--- config.mk ---
export PLATFORM = sky130hd
export DESIGN_NAME = sparse_index_packer
export DESIGN_NICKNAME = d
export VERILOG_FILES = /design/src/rtl/sparse_index_packer.sv
export SDC_FILE = /design/constraint.sdc
export NUM_CORES = 1
export LEC_CHECK = 0
export BUFFER_PORTS_ARGS = -buffer_cell sky130_fd_sc_hd__buf_2
export CAP_MARGIN = 10
export CORE_UTILIZATION = 55
export CTS_CLUSTER_SIZE = 12
export DETAILED_ROUTE_END_ITERATION = 8
export PLACE_DENSITY = 0.91
export SLEW_MARGIN = 20
export SYNTH_ARGS = -nofsm -noshare
export SYNTH_HDL_FRONTEND = slang
export SYNTH_SLANG_ARGS = --single-unit
export TNS_END_PERCENT = 1
--- constraint.sdc ---
create_clock -name clk -period 5.1 [get_ports clk]
set_clock_uncertainty 0.05 [all_clocks]
set_input_delay 0.765 -clock clk [delete_from_list [all_inputs] [get_ports clk]]
set_output_delay 0.765 -clock clk [all_outputs]
set_load 0.005 [all_outputs]
--- src/rtl/sparse_index_packer.sv ---
// sparse_index_packer: scans dense memory and packs ascending set-bit positions two per sparse word
module sparse_index_packer #(
  parameter int WORD_WIDTH = 32,
  parameter int MEM_SIZE = 553,
  parameter int MEM_SPARSE_SIZE = 50
) (
  input  logic                  clk,
  input  logic                  rst,
  input  logic                  start_pack,
  input  logic [9:0]            sparse_base_i,
  input  logic [WORD_WIDTH-1:0] normal_mem_data,
  output logic [9:0]            normal_mem_addr_o,
  output logic [31:0]           sparse_mem_write_data,
  output logic                  sparse_mem_write_en,
  output logic [9:0]            sparse_mem_addr_o,
  output logic [9:0]            pair_count,
  output logic                  overflow,
  output logic                  pack_done,
  output logic                  busy
);
  typedef enum logic [1:0] {IDLE, LOAD, SCAN, FLUSH} state_t;
  localparam logic [9:0] SPARSE_MAX = 10'(MEM_SPARSE_SIZE);
  localparam logic [9:0] LAST_WORD = 10'(MEM_SIZE - 1);
  state_t state;
  logic [WORD_WIDTH-1:0] word_reg;
  logic [9:0] word_idx;
  logic [15:0] hold_pos;
  logic [15:0] pos;
  logic pending;
  logic [4:0] low_bit;
  always_comb begin
    low_bit = '0;
    for (int i = WORD_WIDTH - 1; i >= 0; i--) low_bit = word_reg[i] ? 5'(i) : low_bit;
  end
  assign pos = {1'b0, word_idx, low_bit};
  // The write address advances the edge after a strobe so it stays stable while the strobe is high.
  always_ff @(posedge clk) begin
    if (rst) begin
      state <= IDLE;
      word_reg <= '0;
      word_idx <= '0;
      hold_pos <= '0;
      pending <= 1'b0;
      normal_mem_addr_o <= '0;
      sparse_mem_write_data <= '0;
      sparse_mem_write_en <= 1'b0;
      sparse_mem_addr_o <= '0;
      pair_count <= '0;
      overflow <= 1'b0;
      pack_done <= 1'b0;
      busy <= 1'b0;
    end else begin
      sparse_mem_write_en <= 1'b0;
      pack_done <= 1'b0;
      if (sparse_mem_write_en) sparse_mem_addr_o <= sparse_mem_addr_o + 10'd1;
      case (state)
        IDLE: if (start_pack) begin
          busy <= 1'b1;
          normal_mem_addr_o <= '0;
          word_idx <= '0;
          sparse_mem_addr_o <= sparse_base_i;
          pair_count <= '0;
          overflow <= 1'b0;
          pending <= 1'b0;
          state <= LOAD;
        end
        LOAD: begin
          word_reg <= normal_mem_data;
          state <= SCAN;
        end
        SCAN: if (|word_reg) begin
          word_reg <= word_reg & (word_reg - WORD_WIDTH'(1));
          if (pending) begin
            sparse_mem_write_data <= {hold_pos, pos};
            sparse_mem_write_en <= 1'b1;
            pair_count <= pair_count + 10'd1;
            pending <= 1'b0;
          end else if (pair_count < SPARSE_MAX) begin
            hold_pos <= pos;
            pending <= 1'b1;
          end else begin
            overflow <= 1'b1;
            state <= FLUSH;
          end
        end else if (word_idx == LAST_WORD) begin
          state <= FLUSH;
        end else begin
          word_idx <= word_idx + 10'd1;
          normal_mem_addr_o <= normal_mem_addr_o + 10'd1;
          state <= LOAD;
        end
        FLUSH: begin
          if (pending) begin
            sparse_mem_write_data <= {hold_pos, 16'hFFFF};
            sparse_mem_write_en <= 1'b1;
            pair_count <= pair_count + 10'd1;
            pending <= 1'b0;
          end
          pack_done <= 1'b1;
          busy <= 1'b0;
          state <= IDLE;
        end
        default: state <= IDLE;
      endcase
    end
  end
endmodule
== Yosys cells after proc, flatten, opt, wreduce, memory -nomap -nowiden ==
Cells that the tools add are included.

* Bitwise gates (word level): 2
* $lt $le $gt $ge: 1
* $add $sub $neg: 5
* Reductions and logical operators: 15
* Multiplexer cells: 72
* Equality and inequality tests: 14

{| class="wikitable"
|+ Operators by type and width
! kind !! number
|-
| 5-bit 2-to-1 mux || 32
|-
| 32-bit 2-to-1 mux || 4
|-
| 32-bit case mux with 2 select lines || 2
|-
| 10-bit 2-to-1 mux || 10
|-
| 10-bit by 1-bit adder with 10-bit output, second input constant || 4
|-
| 10-bit case mux with 2 select lines || 2
|-
| 32-bit AND || 1
|-
| 32-bit OR reduction || 1
|-
| 32-bit by 1-bit subtractor with 32-bit output, second input constant || 1
|-
| 10-bit case mux with 3 select lines || 1
|-
| 2-bit inequality test, second input constant || 8
|-
| 4-bit AND reduction || 3
|-
| 1-bit 2-to-1 mux || 11
|-
| 10-bit equality test, second input constant || 1
|-
| 10-bit by 6-bit < comparator with 1-bit output, second input constant || 1
|-
| 2-bit 2-to-1 mux || 5
|-
| 2-bit case mux with 4 select lines || 1
|-
| 2-bit nonzero test || 4
|-
| 3-bit inequality test, second input constant || 2
|-
| 1-bit case mux with 2 select lines || 3
|-
| 3-bit AND reduction || 2
|-
| 5-bit AND reduction || 1
|-
| 2-bit equality test, second input constant || 2
|-
| 2-bit AND reduction || 2
|-
| other kinds (5) || 5
|}

* Register bits after elaboration: 126
* Input bits: 45
* Word-level logic and storage cells: 122

== Longest topological paths before layout ==
* Word-level depth: 35
* Depth in mapped cells: 9
* Gate-level depth less buffers: 8

== Least setup slack after synthesis ==
Ideal clock, no wire load.

* Path type: input-to-reg
* Start: input port start_pack
* End: register normal_mem_addr_o[9]
* Buffers on the path: 0
* Arrival: 2.123 ns
* Path slack: 2.857 ns
* Stages on the path: 6
* Setup time: 0.070 ns
* Cells stage by stage: o21bai_1 > a31o_2 > o31ai_4 > nand4_2 > or4_1 > a21oi_1

* Word-level cells in the longest chain between the ends: 2

{| class="wikitable"
|+ Ends and longest elaborated chain
! item !! line !! RTL
|-
| start, declared || 9 || <nowiki>input logic start_pack,</nowiki>
|-
| 2-bit inequality test (no source line) || n/a ||
|-
| 4-bit AND reduction (no source line) || n/a ||
|-
| end signal, assigned || 89 || <nowiki>normal_mem_addr_o <= normal_mem_addr_o + 10'd1;</nowiki>
|-
| end, declared || 12 || <nowiki>output logic [9:0] normal_mem_addr_o,</nowiki>
|}

Every way passes these cells.
A chain may end at the register's enable or synchronous reset.

== Final worst setup path ==
* Start: register word_reg[21]
* End: register normal_mem_addr_o[9]

* Word-level cells in the longest chain between the ends: 3

{| class="wikitable"
|+ Ends and longest elaborated chain
! item !! line !! RTL
|-
| start, declared || 25 || <nowiki>logic [WORD_WIDTH-1:0] word_reg;</nowiki>
|-
| start signal, assigned || 68 || <nowiki>word_reg <= normal_mem_data;</nowiki>
|-
| start signal, assigned || 72 || <nowiki>word_reg <= word_reg & (word_reg - WORD_WIDTH'(1));</nowiki>
|-
| 32-bit OR reduction || 71 || <nowiki>SCAN: if (|word_reg) begin</nowiki>
|-
| 2-bit inequality test (no source line) || n/a ||
|-
| 4-bit AND reduction (no source line) || n/a ||
|}

Every way passes these cells.

==> impl_metrics.env <==
export IMPL_multiInputGateArea_mm2=0.00297
export IMPL_endpoint_kind="flip-flop"
export IMPL_synth_ff_type="dfxtp_1"
export IMPL_area_growth_pct=20.4
export IMPL_synth_top_cell_area_share_pct=44.1
export IMPL_clk_latency_ps=530
export IMPL_die_x_um=104
export IMPL_grt_total_usage_pct=29.1
export IMPL_cts_hold_buf=0
export IMPL_gr_total_overflow=0
export IMPL_synth_edf_count=0
export IMPL_yosysWarnings=0
export IMPL_cts_buffers=17
export IMPL_status="completed"
export IMPL_final_layout_size_suffix_gt1_share_pct=20.9
export IMPL_place_gp_congestion=0.870
export IMPL_leakage_uw=0.00269
export IMPL_drt_iter0_drc=560
export IMPL_antenna_left=0
export IMPL_rsz0062_at_grt="false"
export IMPL_vias=5610
export IMPL_fin_ws_ps=2190
export IMPL_synth_cell_types=56
export IMPL_core_mm2=0.00986
export IMPL_via_per_inst=6.04
export IMPL_finalNetCount=833
export IMPL_dieArea_mm2=0.0107
export IMPL_finalCriticalPeriod_ps=2910
export IMPL_syn_avg_cell_area_um2=8.20
export IMPL_yosys_top_cells_area="dfxtp_1 44%, nand2_1 6.9%, a21oi_1 6.8%"
export IMPL_tightest_slew_ps=1050
export IMPL_cpMostUsedCell="nand4_2"
export IMPL_port_buffers=109
export IMPL_crit_fanout=16
export IMPL_finalPower_uw=2660
export IMPL_ys_seq_area_share_pct=44.1
export IMPL_hold_violations=0
export IMPL_post_cts_setup_buffer_count=0
export IMPL_num_rows=36
export IMPL_cts_tree="done"
export IMPL_cts_reportedPaths_clkPinSlew_ps=60
export IMPL_ir_drop_mv=0.224
export IMPL_htree_levels=4
export IMPL_die_h_um=104
export IMPL_cts_resized=0
export IMPL_synth_top_cell_by_area="dfxtp_1"
export IMPL_pin_count=111
export IMPL_post_drt_wl_per_cell_um=16.3
export IMPL_n_antenna_cell=0
export IMPL_dpl_hpwl_um=9910
export IMPL_crit_path_max_incr_delay_ps=720
export IMPL_drv_cap=0
export IMPL_max_freq_mhz=343
export IMPL_finalWirelength_um=15100
export IMPL_worst_r2r_setup_slack_ps=2190
export IMPL_async_reset_ff_share_pct=0
export IMPL_power_density_mw_per_mm2=389
export IMPL_critical_path_buf_inv_count=0
export IMPL_syn_num_nets=742
export IMPL_maxSlewHeadroom_pct=28.5
export IMPL_synth_cells=692
export IMPL_drc=0
export IMPL_synth_seq_cells=125
export IMPL_largest_reg_flops=32
export IMPL_synth_cell_area_mm2=0.00567
export IMPL_initial_utilization_pct=57.5
export IMPL_crit_type="reg -> reg"
export IMPL_clock_path_buffers=2
export IMPL_grt_max_degree=97
export IMPL_antenna_found_initial=0
export IMPL_setup_violations=0
export IMPL_hold_slack_ps=404
export IMPL_maxSlewViolCount=0
export IMPL_tns_ps=0
export IMPL_slowest_stage="o31ai_4"
export IMPL_dr_pass1_iters=7
export IMPL_hp_class="reg -> reg"
export IMPL_timing_final_crit_share_pct=57.1
export IMPL_cts_sinks=125
export IMPL_dpl_worst_slack_ps=1750
export IMPL_seq_area_mm2=0.00250
export IMPL_grt_pass1_wl_um=25200
export IMPL_first_global_vias=5276
export IMPL_fillers=723
export IMPL_cpLargestDelayFamily="simple AND/OR/NAND/NOR gates"
export IMPL_worstPathArrival_ps=3310
export IMPL_crit_required_ps=5490
export IMPL_start_kind="flip-flop"
export IMPL_crit_chain="nor4_2 -> nand4_2 -> o31ai_4 -> nand4_2 -> or4_1 -> a21oi_1"
export IMPL_cts_root_buffer="clkbuf_8"
==> area by class of cell <==
cell class | count | area share, %
well taps | 133 | 2.44
flip-flops and latches | 125 | 36.6
repair buffers | 112 | 8.32
multi-input cells | 513 | 43.6
inverters | 14 | 0.770
clock buffers | 18 | 6.27
clock inverters | 14 | 2.02
==> cells in the mapped netlist (all sizes together) (13+ instances only) <==
library cell  count
dfxtp           125
a211oi           18
xor2             23
nand3            24
nand2           105
o21ai            17
inv              14
nand4            18
nor2             91
a21oi            77
clkbuf           30
o22ai            13
==> per-layer routing <==
layer,part of all wire [%],track usage (%),wire (um)
met2,47,47.4,7170
met3,8.6,7.87,1310
met4,3.1,13.8,468
met5,0,0,0
met1,41,35.8,6180
==> worst reg2reg max path, stage by stage (launching register included) <==
cell     delay (ps)
dfxtp_1         390
nor4_2          430
nand4_2         310
o31ai_4         720
nand4_2         240
or4_1           540
a21oi_1         140
==> logic make-up (layout without fill, tap and decap cells) <==
group / after synthesis / after routing / synth area share, %
and+or+nand+nor: 302 / 302 / 26.9
AOI/OAI and AO/OA: 169 / 169 / 18.5
DFF: 125 / 125 / 44.1
buffers and inverters: 54 / 158 / 3.71
xor gates and xnor gates: 33 / 33 / 5.10
adders and majority gates: 5 / 5 / 1.10
muxes: 3 / 3 / 0.529
other: 1 / 1 / 0.0661
==> path summary, 6_finish.rpt <==
kind	start	to	depth (start not counted)
setup / recovery	word_reg[21]	normal_mem_addr_o[9]	6
hold / removal	sparse_mem_write_data[16]	sparse_mem_write_data[16]	2
setup reg to reg	word_reg[21]	normal_mem_addr_o[9]	6
hold reg to reg	sparse_mem_write_data[16]	sparse_mem_write_data[16]	2
==> metrics by stage <==
stage / instance area, um^2 / util, % / std cells
after floorplan: 5670 / - / 692
after global placement: 6260 / 63.4 / 897
after detailed placement: 6260 / 63.4 / 897
after CTS: 6820 / 69.2 / 929
after global routing: 6830 / 69.2 / 929
final: 6830 / 69.2 / 929
==> placed cells by master (no fill, tap or decap), drive strengths merged, types with 10 or more instances in the layout <==
cell type  count
nand3         24
nand4         18
nor4          11
nor2          91
dfxtp        125
nand2        105
o21ai         17
xor2          23
inv           18
clkbuf        18
a21oi         77
o22ai         13
a211oi        18
xnor2         10
buf          112
==> power breakdown <==
| part | switching (uW) | internal, uW | total [uW] |
|---|---|---|---|
| combinational | 263 | 162 | 425 |
| clock | 470 | 668 | 1140 |
| sequential | 70.3 | 1020 | 1090 |
| total | 804 | 1850 | 2660 |
Power figures use the tool's default switching activity.
